### src/rtl/obstacle_pkg.sv
// ============================================================================
// Module   : obstacle_pkg
// Brief    : Buzzer level codes shared by the obstacle-alert tile.
// Revision : 1.0
// ============================================================================
`default_nettype none

package obstacle_pkg;

    typedef logic [1:0] buzz_lvl_t;

    localparam buzz_lvl_t LVL_OFF  = 2'b00;
    localparam buzz_lvl_t LVL_ALL  = 2'b01;
    localparam buzz_lvl_t LVL_NEAR = 2'b10;

endpackage

`default_nettype wire

### src/rtl/sensor_debounce.sv
// ============================================================================
// Module   : sensor_debounce
// Brief    : Two-flop synchroniser plus counter debouncer for one sensor bit.
// Revision : 1.0
// ============================================================================
`default_nettype none

module sensor_debounce #(
    parameter int DEB_CYCLES = 8
) (
    input  logic clk,
    input  logic rst_n,
    input  logic ena,
    input  logic sensor_i,
    output logic s_db_o
);

    localparam int            CW       = $clog2(DEB_CYCLES + 1);
    localparam logic [CW-1:0] CNT_LAST = CW'(DEB_CYCLES - 1);

    logic          sync1_q;
    logic          sync2_q;
    logic          s_db_q;
    logic          s_db_d;
    logic [CW-1:0] cnt_q;
    logic [CW-1:0] cnt_d;

    // Accept on the cycle the run would reach DEB_CYCLES; agreement wipes any partial run.
    always_comb begin
        s_db_d = s_db_q;
        cnt_d  = '0;
        if (sync2_q != s_db_q) begin
            if (cnt_q == CNT_LAST) begin
                s_db_d = sync2_q;
            end else begin
                cnt_d = cnt_q + 1'b1;
            end
        end
    end

    always_ff @(posedge clk or negedge rst_n) begin
        if (!rst_n) begin
            sync1_q <= 1'b0;
            sync2_q <= 1'b0;
            s_db_q  <= 1'b0;
            cnt_q   <= '0;
        end else if (ena) begin
            sync1_q <= sensor_i;
            sync2_q <= sync1_q;
            s_db_q  <= s_db_d;
            cnt_q   <= cnt_d;
        end
    end

    assign s_db_o = s_db_q;

endmodule

`default_nettype wire

### src/rtl/obstacle_alert.sv
// ============================================================================
// Module   : obstacle_alert
// Brief    : Debounced multi-channel obstacle classifier with steady/pulsed buzzers.
// Revision : 1.0
// ============================================================================
`default_nettype none

module obstacle_alert
    import obstacle_pkg::*;
#(
    parameter int CHANNELS    = 2,
    parameter int DEB_CYCLES  = 8,
    parameter int BEEP_PERIOD = 16
) (
    input  logic                  clk,
    input  logic                  rst_n,
    input  logic                  ena,
    input  logic [CHANNELS-1:0]   sensor,
    input  logic                  mode,
    output logic [2*CHANNELS-1:0] buzz_level,
    output logic [CHANNELS-1:0]   buzz_drive,
    output logic                  near_any,
    output logic                  near_all
);

    localparam int            BW        = $clog2(BEEP_PERIOD);
    localparam logic [BW-1:0] BEEP_LAST = BW'(BEEP_PERIOD - 1);
    localparam logic [BW-1:0] BEEP_HALF = BW'(BEEP_PERIOD / 2);

    logic [CHANNELS-1:0]   s_db;
    logic [2*CHANNELS-1:0] level_q;
    logic [2*CHANNELS-1:0] level_d;
    logic [BW-1:0]         beep_q;
    logic [BW-1:0]         beep_d;
    logic                  any_on;
    logic                  phase;

    for (genvar gi = 0; gi < CHANNELS; gi++) begin : g_chan
        sensor_debounce #(
            .DEB_CYCLES (DEB_CYCLES)
        ) u_deb (
            .clk      (clk),
            .rst_n    (rst_n),
            .ena      (ena),
            .sensor_i (sensor[gi]),
            .s_db_o   (s_db[gi])
        );
    end

    // An obstacle on one side lights the buzzer on the opposite side.
    always_comb begin
        level_d = '0;
        for (int i = 0; i < CHANNELS; i++) begin
            if (&s_db) begin
                level_d[2*i +: 2] = LVL_ALL;
            end else if (s_db[CHANNELS-1-i]) begin
                level_d[2*i +: 2] = LVL_NEAR;
            end else begin
                level_d[2*i +: 2] = LVL_OFF;
            end
        end
    end

    assign any_on = |level_q;
    assign beep_d = !any_on            ? '0 :
                    (beep_q == BEEP_LAST) ? '0 : beep_q + 1'b1;

    always_ff @(posedge clk or negedge rst_n) begin
        if (!rst_n) begin
            level_q <= '0;
            beep_q  <= '0;
        end else if (ena) begin
            level_q <= level_d;
            beep_q  <= beep_d;
        end
    end

    assign phase = (beep_q < BEEP_HALF);

    always_comb begin
        buzz_drive = '0;
        for (int i = 0; i < CHANNELS; i++) begin
            case (level_q[2*i +: 2])
                LVL_ALL:  buzz_drive[i] = 1'b1;
                LVL_NEAR: buzz_drive[i] = mode ? phase : 1'b1;
                default:  buzz_drive[i] = 1'b0;
            endcase
        end
    end

    assign buzz_level = level_q;
    assign near_any   = |s_db;
    assign near_all   = &s_db;

endmodule

`default_nettype wire

### config.mk
export PLATFORM = sky130hd
export DESIGN_NAME = obstacle_alert
export DESIGN_NICKNAME = d
export VERILOG_FILES = /design/src/rtl/obstacle_pkg.sv /design/src/rtl/sensor_debounce.sv /design/src/rtl/obstacle_alert.sv
export SDC_FILE = /design/constraint.sdc
export NUM_CORES = 1
export LEC_CHECK = 0
export BUFFER_PORTS_ARGS = -buffer_cell sky130_fd_sc_hd__buf_4
export CAP_MARGIN = 10
export CORE_ASPECT_RATIO = 1.2
export CORE_UTILIZATION = 50
export DETAILED_ROUTE_END_ITERATION = 16
export GPL_TIMING_DRIVEN = 0
export PLACE_DENSITY = 0.7
export SYNTH_ARGS = -nofsm -noshare
export SYNTH_HDL_FRONTEND = slang
export SYNTH_SLANG_ARGS = --single-unit
export TNS_END_PERCENT = 1
### constraint.sdc
create_clock -name clk -period 1.85 [get_ports clk]
set_clock_uncertainty 0.2 [all_clocks]
set_input_delay 0.185 -clock clk [delete_from_list [all_inputs] [get_ports clk]]
set_output_delay 0.185 -clock clk [all_outputs]
set_load 0.005 [all_outputs]
# Word-level counts from Yosys, hierarchy flattened
# Index checks and enable logic that the tools add are counted.
[totals]
reg_bits = 22
out_inout_bits = 8
elab_cells = 41
inputBits = 6
[classes]
eq_ne = 9
add_sub_neg = 3
order_cmp = 1
muxes = 13
n_reduce_logical = 5
[ops]
columns = ["op", "count"]
rows = [
  ["4-bit two-way mux", 6],
  ["4-bit by 1-bit adder with 4-bit output (second input constant)", 3],
  ["4-bit by 3-bit == test with 1-bit output (second input constant)", 2],
  ["2-bit two-way mux", 4],
  ["3-bit AND reduction", 2],
  ["2-bit by 1-bit == test with 1-bit output (second input constant)", 2],
  ["2-bit == test (second input constant)", 2],
  ["4-bit == test (second input constant)", 1],
  ["4-bit less-than comparator (second input constant)", 1],
  ["1-bit case mux with 2 select lines", 2],
  ["4-bit OR reduction", 1],
  ["1-bit != test", 2],
  ["2-bit AND reduction", 1],
  ["2-bit OR reduction", 1],
  ["1-bit two-way mux", 1],
]

# Logic depth before layout (Yosys ltp)
# Gate-level depths: netlist of run 1.
[depth]
word_depth = 3
ltp_mapped = 5
ltp_nobuf = 5

# Modules after synthesis
# Synthesis of run 1 repeated with hierarchy kept, for this count alone.
[unflattened]
cells_unflattened = 109
area_unflattened_um2 = 1197.4
[modules_own_cells]
columns = ["module", "area_each_um2", "cells_per_inst", "seq_area_each_um2", "n_inst"]
rows = [
  ["sensor_debounce", 364.1, 29, 175.2, 2],
  ["obstacle_alert", 469.2, 51, 175.2, 1],
]

# Worst setup path after synthesis of run 1
# Ideal clock, no wire load.
[synth_timing]
path_type = "reg2reg"
start = "register g_chan[0].u_deb.cnt_q[0]"
end = "register g_chan[0].u_deb.s_db_q"
setup_ns = 0.125
synth_period_minus_slack_ns = 1.515
path_stages_with_launch = 5
n_path_buf = 0
t_required_ns = 1.525
arrival_time_ns = 1.191
setup_slack_ns = 0.335
cell_sequence = "dfrtp_1 ha_1 nand2_1 nor3b_1 mux2_2"
[synth_via]
elab_chain_cells = 2
[synth_lines]
columns = ["item", "line", "text"]
rows = [
  ["start, declared", "sensor_debounce.sv:25", "logic [CW-1:0] cnt_q;"],
  ["start signal, assigned", "sensor_debounce.sv:51", "cnt_q <= cnt_d;"],
  ["4-bit by 3-bit == test with 1-bit output", "sensor_debounce.sv:33", "if (cnt_q == CNT_LAST) begin"],
  ["3-bit AND reduction (no source line)", "--", ""],
  ["end signal, assigned", "sensor_debounce.sv:45", "s_db_q <= 1'b0;"],
  ["end signal, assigned", "sensor_debounce.sv:50", "s_db_q <= s_db_d;"],
  ["end, declared", "sensor_debounce.sv:23", "logic s_db_q;"],
]
# Every way passes these cells.
# A chain may end at the register's enable or synchronous reset.

==> insert_results.sql, run 1 <==
INSERT INTO impl_metrics (metric_group, metric, value, unit) VALUES
('global_routing', 'antenna_found_initial', '0', ''),
('clock_network', 'cts.reportedPaths.clkPinSlew', '0.11', 'ns'),
('cells_and_area', 'antennaDiodeCount', '0', ''),
('yosys', 'synth_top_cell_area_share', '0.453', ''),
('worst_setup_path', 'worst_setup_path_start_kind', 'flip-flop', ''),
('sta', 'finalSetupViolations', '0', ''),
('sta', 'slew_violations', '0', ''),
('placed_design', 'detailed_place.area', '0.00129', 'mm²'),
('cells_and_area', 'areaGrowthSynthToFinish', '17.9', '%'),
('clock_network', 'post_cts_resize_count', '0', ''),
('power_and_ir_drop', 'power.sequential.fraction', '0.558', ''),
('power_and_ir_drop', 'power.ir.vdd_worst', '0.606', 'mV'),
('floorplanning', 'core.rowCount', '18', ''),
('floorplanning', 'full_die_area', '0.00252', 'mm²'),
('power_and_ir_drop', 'internal_portion_of_total_power', '755', 'µW'),
('sta', 'final.hold.worst_slack', '0.0741', 'ns'),
('power_and_ir_drop', 'switching_share', '0.320', ''),
('sta', 'period_minus_slack', '1.76', 'ns'),
('yosys', 'syn-instance-count', '109', ''),
('power_and_ir_drop', 'power.leakage', '0.000625', 'µW'),
('worst_setup_path', 'reg2reg_depth', '4', ''),
('worst_setup_path', 'cp-end-kind', 'primary output', ''),
('routing', 'post_drt_via_cell_ratio', '5.28', ''),
('sta', 'rsz0062_at_grt', 'no', ''),
('routing', 'routed-wl-met3', '51', 'µm'),
('status', 'outcome', 'finished clean', ''),
('routing', 'route.detailed.drc', '0', ''),
('cells_and_area', 'drive_gt1_frac', '0.252', ''),
('worst_setup_path', 'crit_family', 'flip-flops', ''),
('worst_setup_path', 'ff2ff_setup_slack', '0.20', 'ns'),
('routing', 'drt-initial-drc-count', '14', ''),
('clock_network', 'cts_max_level', '1', ''),
('sta', 'timing.final.crit_share', '0.953', ''),
('power_and_ir_drop', 'clock_power_share', '0.196', ''),
('placed_design', 'place.detailed.hpwl', '1460', 'µm'),
('power_and_ir_drop', 'p_comb_frac', '0.246', ''),
('yosys', 'synth_most_common_cell', 'dfrtp_1', ''),
('sta', 'worst_slew_margin_rel', '0.704', ''),
('cells_and_area', 'layout.cell_area.non_filler', '0.00137', 'mm²'),
('worst_setup_path', 'worst-endpoint-arrival', '1.38', 'ns'),
('yosys', 'synthTopCellsByCount', '21 x dfrtp_1, 10 x inv_1, 9 x ha_1, 9 x nand3_1', ''),
('floorplanning', 'initial_core_util', '0.548', ''),
('power_and_ir_drop', 'pwrdens', '812', 'mW/mm²'),
('routing', 'wl_met1', '932', 'µm'),
('yosys', 'ys_seq_area_frac', '0.453', ''),
('yosys', 'mappedNetlistArea', '0.00116', 'mm²'),
('floorplanning', 'die_h', '54.8', 'µm'),
('global_routing', 'wire_length_of_the_first_global_routing_pass', '3330', 'µm'),
('yosys', 'postSynth.topFlopCell', 'dfrtp_1', ''),
('yosys', 'synthesis.yosys.warnings', '0', ''),
('yosys', 'synth_cell_type_count', '25', ''),
('clock_network', 'clock_tree.buffer_depth', '2', ''),
('worst_setup_path', 'timing_worst_setup_path_type', 'flip-flop to primary output', ''),
('run', 'max_cap_viol_count', '0', ''),
('global_routing', 'globalRouteTotalUtil', '0.193', ''),
('worst_setup_path', 'critical_path.cell_chain', 'inv_1 -> ha_1 -> nor2b_1 -> buf_4', ''),
('worst_setup_path', 'critPathBufInv', '2', ''),
('routing', 'wl_met2', '1050', 'µm'),
('worst_hold_path', 'min_delay_worst_endpoint', 'g_chan[0].u_deb.cnt_q[3]', ''),
('worst_hold_path', 'min_path_type', 'primary input to flip-flop', ''),
('routing', 'number_of_search_and_repair_iterations_in_the_first_detailed_routing_pass', '4', ''),
('power_and_ir_drop', 'total_net_switching_power', '355', 'µW'),
('worst_hold_path', 'worst_hold_path.num_cells', '4', ''),
('sta', 'max_freq', '567', 'MHz'),
('yosys', 'post-synth-top-area-cell', 'dfrtp_1', ''),
('routing', 'detailroute.via_count', '850', ''),
('global_routing', 'grt_overflow_total', '0', ''),
('yosys', 'synth-edff-count', '0', ''),
('worst_setup_path', 'worst_flop_to_flop_path_startpoint', 'g_chan[0].u_deb.cnt_q[0]', ''),
('clock_network', 'cts_root_buffer', 'clkbuf_4', ''),
('yosys', 'synth.top_cells.by_area', 'dfrtp_1 45%, ha_1 9.7%, mux2_2 5.8%, nand3_1 3.9%, mux2i_1 3.5%', '');
## cell type report
| class | count | area (µm²) |
|---|---|---|
| Multi-Input combinational cell | 74 | 577 |
| Buffer | 4 | 20.0 |
| Clock inverter | 1 | 5.00 |
| Fill cell | 188 | 749 |
| Sequential cell | 21 | 526 |
| Tap cell | 30 | 37.5 |
| Inverter | 10 | 37.5 |
| Timing Repair Buffer | 18 | 143 |
| Clock buffer | 3 | 22.5 |
## power by group through the flow
stage,clock network (µW),logic [µW],registers (µW)
5_1_grt,244,315,630
4_1_cts,231,275,619
3_3_place_gp,0,251,619
2_1_floorplan,0,189,609
3_5_place_dp,0,268,626
6_report,218,273,619
## kinds of logic after synthesis
kind of cell,Yosys count,synth area share
and+or+nand+nor,31,0.147
AOI/OAI and AO/OA,22,0.133
DFF,21,0.453
buffers and inverters,14,0.0496
muxes,10,0.0928
adders and majority gates,9,0.0971
xor gates and xnor gates,2,0.0280
## placed cells by master (no fill, tap or decap), types with 3 or more instances in the layout
cell type       n
inv_1          10
dlygate4sd3_1   3
a21boi_0        3
mux2i_1         4
o21ai_0         8
nand3b_1        3
clkbuf_4        3
o211ai_1        3
mux2_2          6
ha_1            9
a21oi_1         3
dfrtp_1        21
buf_4          16
nand2_1         8
nor2b_1         5
nand3_1         9
## timing repair
item	4_1_cts	5_1_grt
hold endpoints to repair	23	0
setup buffers	0	2
setup endpoints to repair	0	3
hold buffers	3	0
## how the worst max path moves through the flow
stage,to,cells past startpoint,slack [ns],startpoint
after floorplan,g_chan[0].u_deb.s_db_o,4,0.33,g_chan[0].u_deb.cnt_q[0]
after global placement,beep_q[3],5,0.20,buzz_level[2]
after detailed placement,beep_q[3],5,0.18,buzz_level[2]
after CTS,buzz_drive[0],4,0.03,buzz_level[2]
after global routing,buzz_drive[1],4,0.001,buzz_level[2]
final,buzz_drive[0],4,0.09,buzz_level[2]
## per-stage QoR
stage	setup WS (ns)	std cells	total power (µW)
2_1_floorplan	0.335	109	798
3_3_place_gp	0.204	152	871
3_5_place_dp	0.176	152	894
4_1_cts	0.0291	159	1120
5_1_grt	0.000965	161	1190
6_report	0.0873	161	1110
## per-layer routing
metal  vias to the layer above  GRT usage
li1                        421          -
met1                       406      0.227
met2                        19      0.340
met3                         4     0.0198
met4                         0      0.103
met5                         -          0
## tightest hold or removal path: cells and delay by family
family          cells  cell delay, ns
buf+inv             1            0.14
simple gates        1            0.11
compound gates      2            0.11
## state kept, by name, indices dropped and copies added, names as in the netlist
| name | count |
|---|---|
| beep_q | 4 |
| g_chan.u_deb.s_db_o | 2 |
| g_chan.u_deb.cnt_q | 8 |
| g_chan.u_deb.sync2_q | 2 |
| buzz_level | 3 |
| g_chan.u_deb.sync1_q | 2 |
Note: power is estimated with default switching activity, not from simulation.
==> inputs of run 2 (changes only) <==
ABC_AREA = 1   (was unset)
SLEW_MARGIN = 20   (was unset)
==> run 2 against run 1 <==
Non-clock buffer count stayed put. Synthesized cell count is 35% higher. Power increased by 46%. Routed wire length rose by 7.3%. Clock power increased by 2%. Global-route usage rose by 1.4 points. Largest cell class unchanged.
==> insert_results.sql, run 2 <==
INSERT INTO impl_metrics (metric_group, metric, value, unit) VALUES
('worst_setup_path', 'worst-endpoint-arrival', '1.37', 'ns'),
('global_routing', 'grt_max_degree', '22', ''),
('routing', 'post_drt_via_cell_ratio', '4.95', ''),
('worst_setup_path', 'worstPathRequired', '1.46', 'ns'),
('worst_setup_path', 'ff2ff_setup_slack', '0.48', 'ns'),
('sta', 'worst_pin_slew', '0.268', 'ns'),
('global_routing', 'globalRouteTotalUtil', '0.207', ''),
('placed_design', 'count_of_port_buffers_added_during_placement', '12', ''),
('worst_setup_path', 'cp-end-kind', 'primary output', ''),
('yosys', 'synth-async-reset-ratio', '1.00', ''),
('floorplanning', 'full_die_area', '0.00257', 'mm²'),
('clock_network', 'later_pin_clock_latency_in_the_skew_report', '0.31', 'ns'),
('worst_setup_path', 'reg2reg_depth', '6', ''),
('global_routing', 'vias_in_the_first_global_route', '900', ''),
('routing', 'detailroute.via_count', '980', ''),
('power_and_ir_drop', 'power.leakage', '0.000731', 'µW'),
('sta', 'final_number_of_hold_violating_endpoints', '0', ''),
('floorplanning', 'core.rowCount', '18', ''),
('worst_setup_path', 'worst_flop_to_flop_path_startpoint', 'g_chan[1].u_deb.cnt_q[0]', ''),
('yosys', 'synthesis.area_per_instance', '8.08', 'µm²'),
('routing', 'drt-total-wl', '2220', 'µm'),
('yosys', 'ys_seq_area_frac', '0.443', ''),
('worst_setup_path', 'timing_worst_setup_path_type', 'flip-flop to primary output', ''),
('clock_network', 'cts_tree', 'built', ''),
('clock_network', 'cts.reportedPaths.clkPinSlew', '0.11', 'ns'),
('yosys', 'synth-edff-count', '0', ''),
('floorplanning', 'ios', '14', ''),
('cells_and_area', 'largest_register_ffs', '8', ''),
('yosys', 'synth.top_cells.by_area', 'dfrtp_1 44%, nand2_1 18%, ha_1 9.5%, inv_1 4.4%, nand3_1 3.8%', ''),
('cells_and_area', 'fillers', '197', ''),
('power_and_ir_drop', 'pwrdens', '1170', 'mW/mm²'),
('routing', 'drt.antenna.violating_nets', '0', ''),
('cells_and_area', 'antennaDiodeCount', '0', ''),
('yosys', 'synthesis.nets', '162', ''),
('worst_hold_path', 'min_path_type', 'primary input to asynchronous set/reset pin', ''),
('worst_setup_path', 'timing.critical_path.fanout_max', '5', ''),
('cells_and_area', 'design.final.nets', '184', ''),
('clock_network', 'clock_tree.buffer_depth', '2', ''),
('sta', 'timing.final.crit_share', '0.950', ''),
('cells_and_area', 'mostFrequentLayoutCells', '56 x nand2_1, 21 x dfrtp_1, 15 x buf_4', ''),
('floorplanning', 'die_h', '55.4', 'µm'),
('placed_design', 'globalplace.congestion', '0.738', ''),
('cells_and_area', 'mostFrequentLayoutCell', 'nand2_1', ''),
('sta', 'worst_slew_margin_rel', '0.821', ''),
('sta', 'period_minus_slack', '1.76', 'ns'),
('yosys', 'synth_cell_type_count', '18', ''),
('floorplanning', 'design.core.area', '0.00214', 'mm²'),
('worst_setup_path', 'reg_to_reg_end', 'g_chan[1].u_deb.s_db_o', ''),
('yosys', 'synthesis.yosys.warnings', '0', ''),
('global_routing', 'wire_length_of_the_first_global_routing_pass', '3830', 'µm'),
('cells_and_area', 'instances_no_fill', '198', ''),
('cells_and_area', 'sequential_cell_area', '526', 'µm²'),
('cells_and_area', 'areaGrowthSynthToFinish', '17.0', '%'),
('placed_design', 'detailed_place.area', '0.00132', 'mm²'),
('yosys', 'post-synth-top-area-cell', 'dfrtp_1', ''),
('global_routing', 'grt_overflow_total', '0', ''),
('sta', 'max_freq', '569', 'MHz'),
('yosys', 'synth_top_cell_area_share', '0.443', ''),
('placed_design', 'place.detailed.hpwl', '1580', 'µm'),
('sta', 'finalSetupViolations', '0', ''),
('status', 'outcome', 'finished clean', ''),
('clock_network', 'cts_root_buffer', 'clkbuf_4', ''),
('placed_design', 'place_inst', '189', ''),
('yosys', 'postSynth.topFlopCell', 'dfrtp_1', ''),
('cells_and_area', 'multiInputGateArea', '559', 'µm²'),
('run', 'max_cap_viol_count', '0', ''),
('routing', 'route.detailed.drc', '0', ''),
('clock_network', 'cts_inserted_buffers', '3', ''),
('clock_network', 'cts_max_level', '1', ''),
('worst_setup_path', 'worstSetupStartpoint', 'buzz_level[2]', ''),
('clock_network', 'cts_sinks', '21', ''),
('sta', 'slew_violations', '0', ''),
('routing', 'number_of_search_and_repair_iterations_in_the_first_detailed_routing_pass', '4', ''),
('routing', 'avgRoutedWirePerCell', '11.2', 'µm'),
('global_routing', 'antenna_found_initial', '0', ''),
('yosys', 'mappedNetlistArea', '0.00119', 'mm²'),
('sta', 'setup_tns', '0', 'ns'),
('floorplanning', 'horizontal_die_dimension', '46.5', 'µm'),
('cells_and_area', 'final_core_utilization', '0.649', ''),
('cells_and_area', 'drive_gt1_frac', '0.196', ''),
('cells_and_area', 'layout.cell_area.non_filler', '0.00139', 'mm²'),
('sta', 'rsz0062_at_grt', 'no', ''),
('yosys', 'synth_most_common_cell', 'nand2_1', ''),
('floorplanning', 'initial_core_util', '0.555', ''),
('yosys', 'synthTopCellsByCount', '56 x nand2_1, 21 x dfrtp_1, 14 x inv_1', ''),
('routing', 'drt-initial-drc-count', '24', ''),
('yosys', 'synth_seq_cells', '21', ''),
('cells_and_area', 'largest_register', 'g_chan.u_deb.cnt_q', ''),
('worst_setup_path', 'worst_setup_path_start_kind', 'flip-flop', ''),
('power_and_ir_drop', 'power.ir.vdd_worst', '0.665', 'mV'),
('yosys', 'syn-instance-count', '147', '');
-- run 2: cell count changes in the layout (fill, tap and decap cells not counted), moves of 4 or more --
cell | previous run | this run
nand2_1 | 8 | 56
mux2i_1 | 4 | 0
mux2_2 | 6 | 0
o21ai_1 | 0 | 4
nor2b_1 | 5 | 0
nor2_2 | 0 | 4
-- run 2: layout make-up --
class	instances	share of cell area
inverters	16	0.0432
repair buffers	17	0.0991
multi-input cells	105	0.403
clock buffers	4	0.0189
flip-flops and latches	21	0.378
well taps	30	0.0270
plain buffers	5	0.0306
-- run 2: cells by family after synthesis --
group                    Yosys count  synth area share
AO/OA/AOI/OAI                     19            0.0885
buffers and inverters             21            0.0864
adder cells (fa/ha/maj)            9            0.0948
flip-flops                        21             0.443
AND/OR/NAND/NOR                   77             0.288
-- run 2: where the power goes --
| part | internal [µW] | switching (µW) | total (µW) |
|---|---|---|---|
| clock network | 84.3 | 139 | 223 |
| logic | 315 | 315 | 631 |
| registers | 606 | 166 | 772 |
-- run 2: metrics by stage --
step / setup WS [ns] / power, µW / hold WS, ns
2_1_floorplan: 0.471 / 1160 / -0.311
3_3_place_gp: 0.323 / 1360 / -0.117
3_5_place_dp: 0.280 / 1400 / -0.114
4_1_cts: 0.0342 / 1640 / 0.0860
5_1_grt: 0.0287 / 1790 / 0.113
6_report: 0.0934 / 1630 / 0.0849
-- run 2: worst max path at each step --
stage	slack [ns]	depth (start not counted)	endpoint
global route	0.03	5	buzz_drive[0]
floorplan	0.47	4	buzz_drive[0]
CTS	0.03	5	buzz_drive[0]
global placement	0.32	5	buzz_drive[1]
finish	0.09	4	buzz_drive[0]
detailed placement	0.28	5	buzz_drive[1]
-- run 2: metal layers --
layer / vias up / track usage / part of all wire
li1: 508 / - / -
met1: 447 / 0.264 / 0.44
met2: 20 / 0.335 / 0.50
met3: 5 / 0.0196 / 0.026
met4: 0 / 0.101 / 0.025
met5: - / 0 / 0
-- run 2: worst max-delay path, cell delays in order (launching register included) --
cell     delay, ns
dfrtp_1       0.41
buf_4         0.16
ha_1          0.19
o21a_1        0.18
buf_4         0.13
-- run 2: what timing repair did --
item | in CTS | in global routing
resized for setup | 0 | 2
endpoints found under the setup margin | 2 | 2
setup buffers | 1 | 0
hold buffers | 4 | 0
endpoints found under the hold margin | 26 | 0
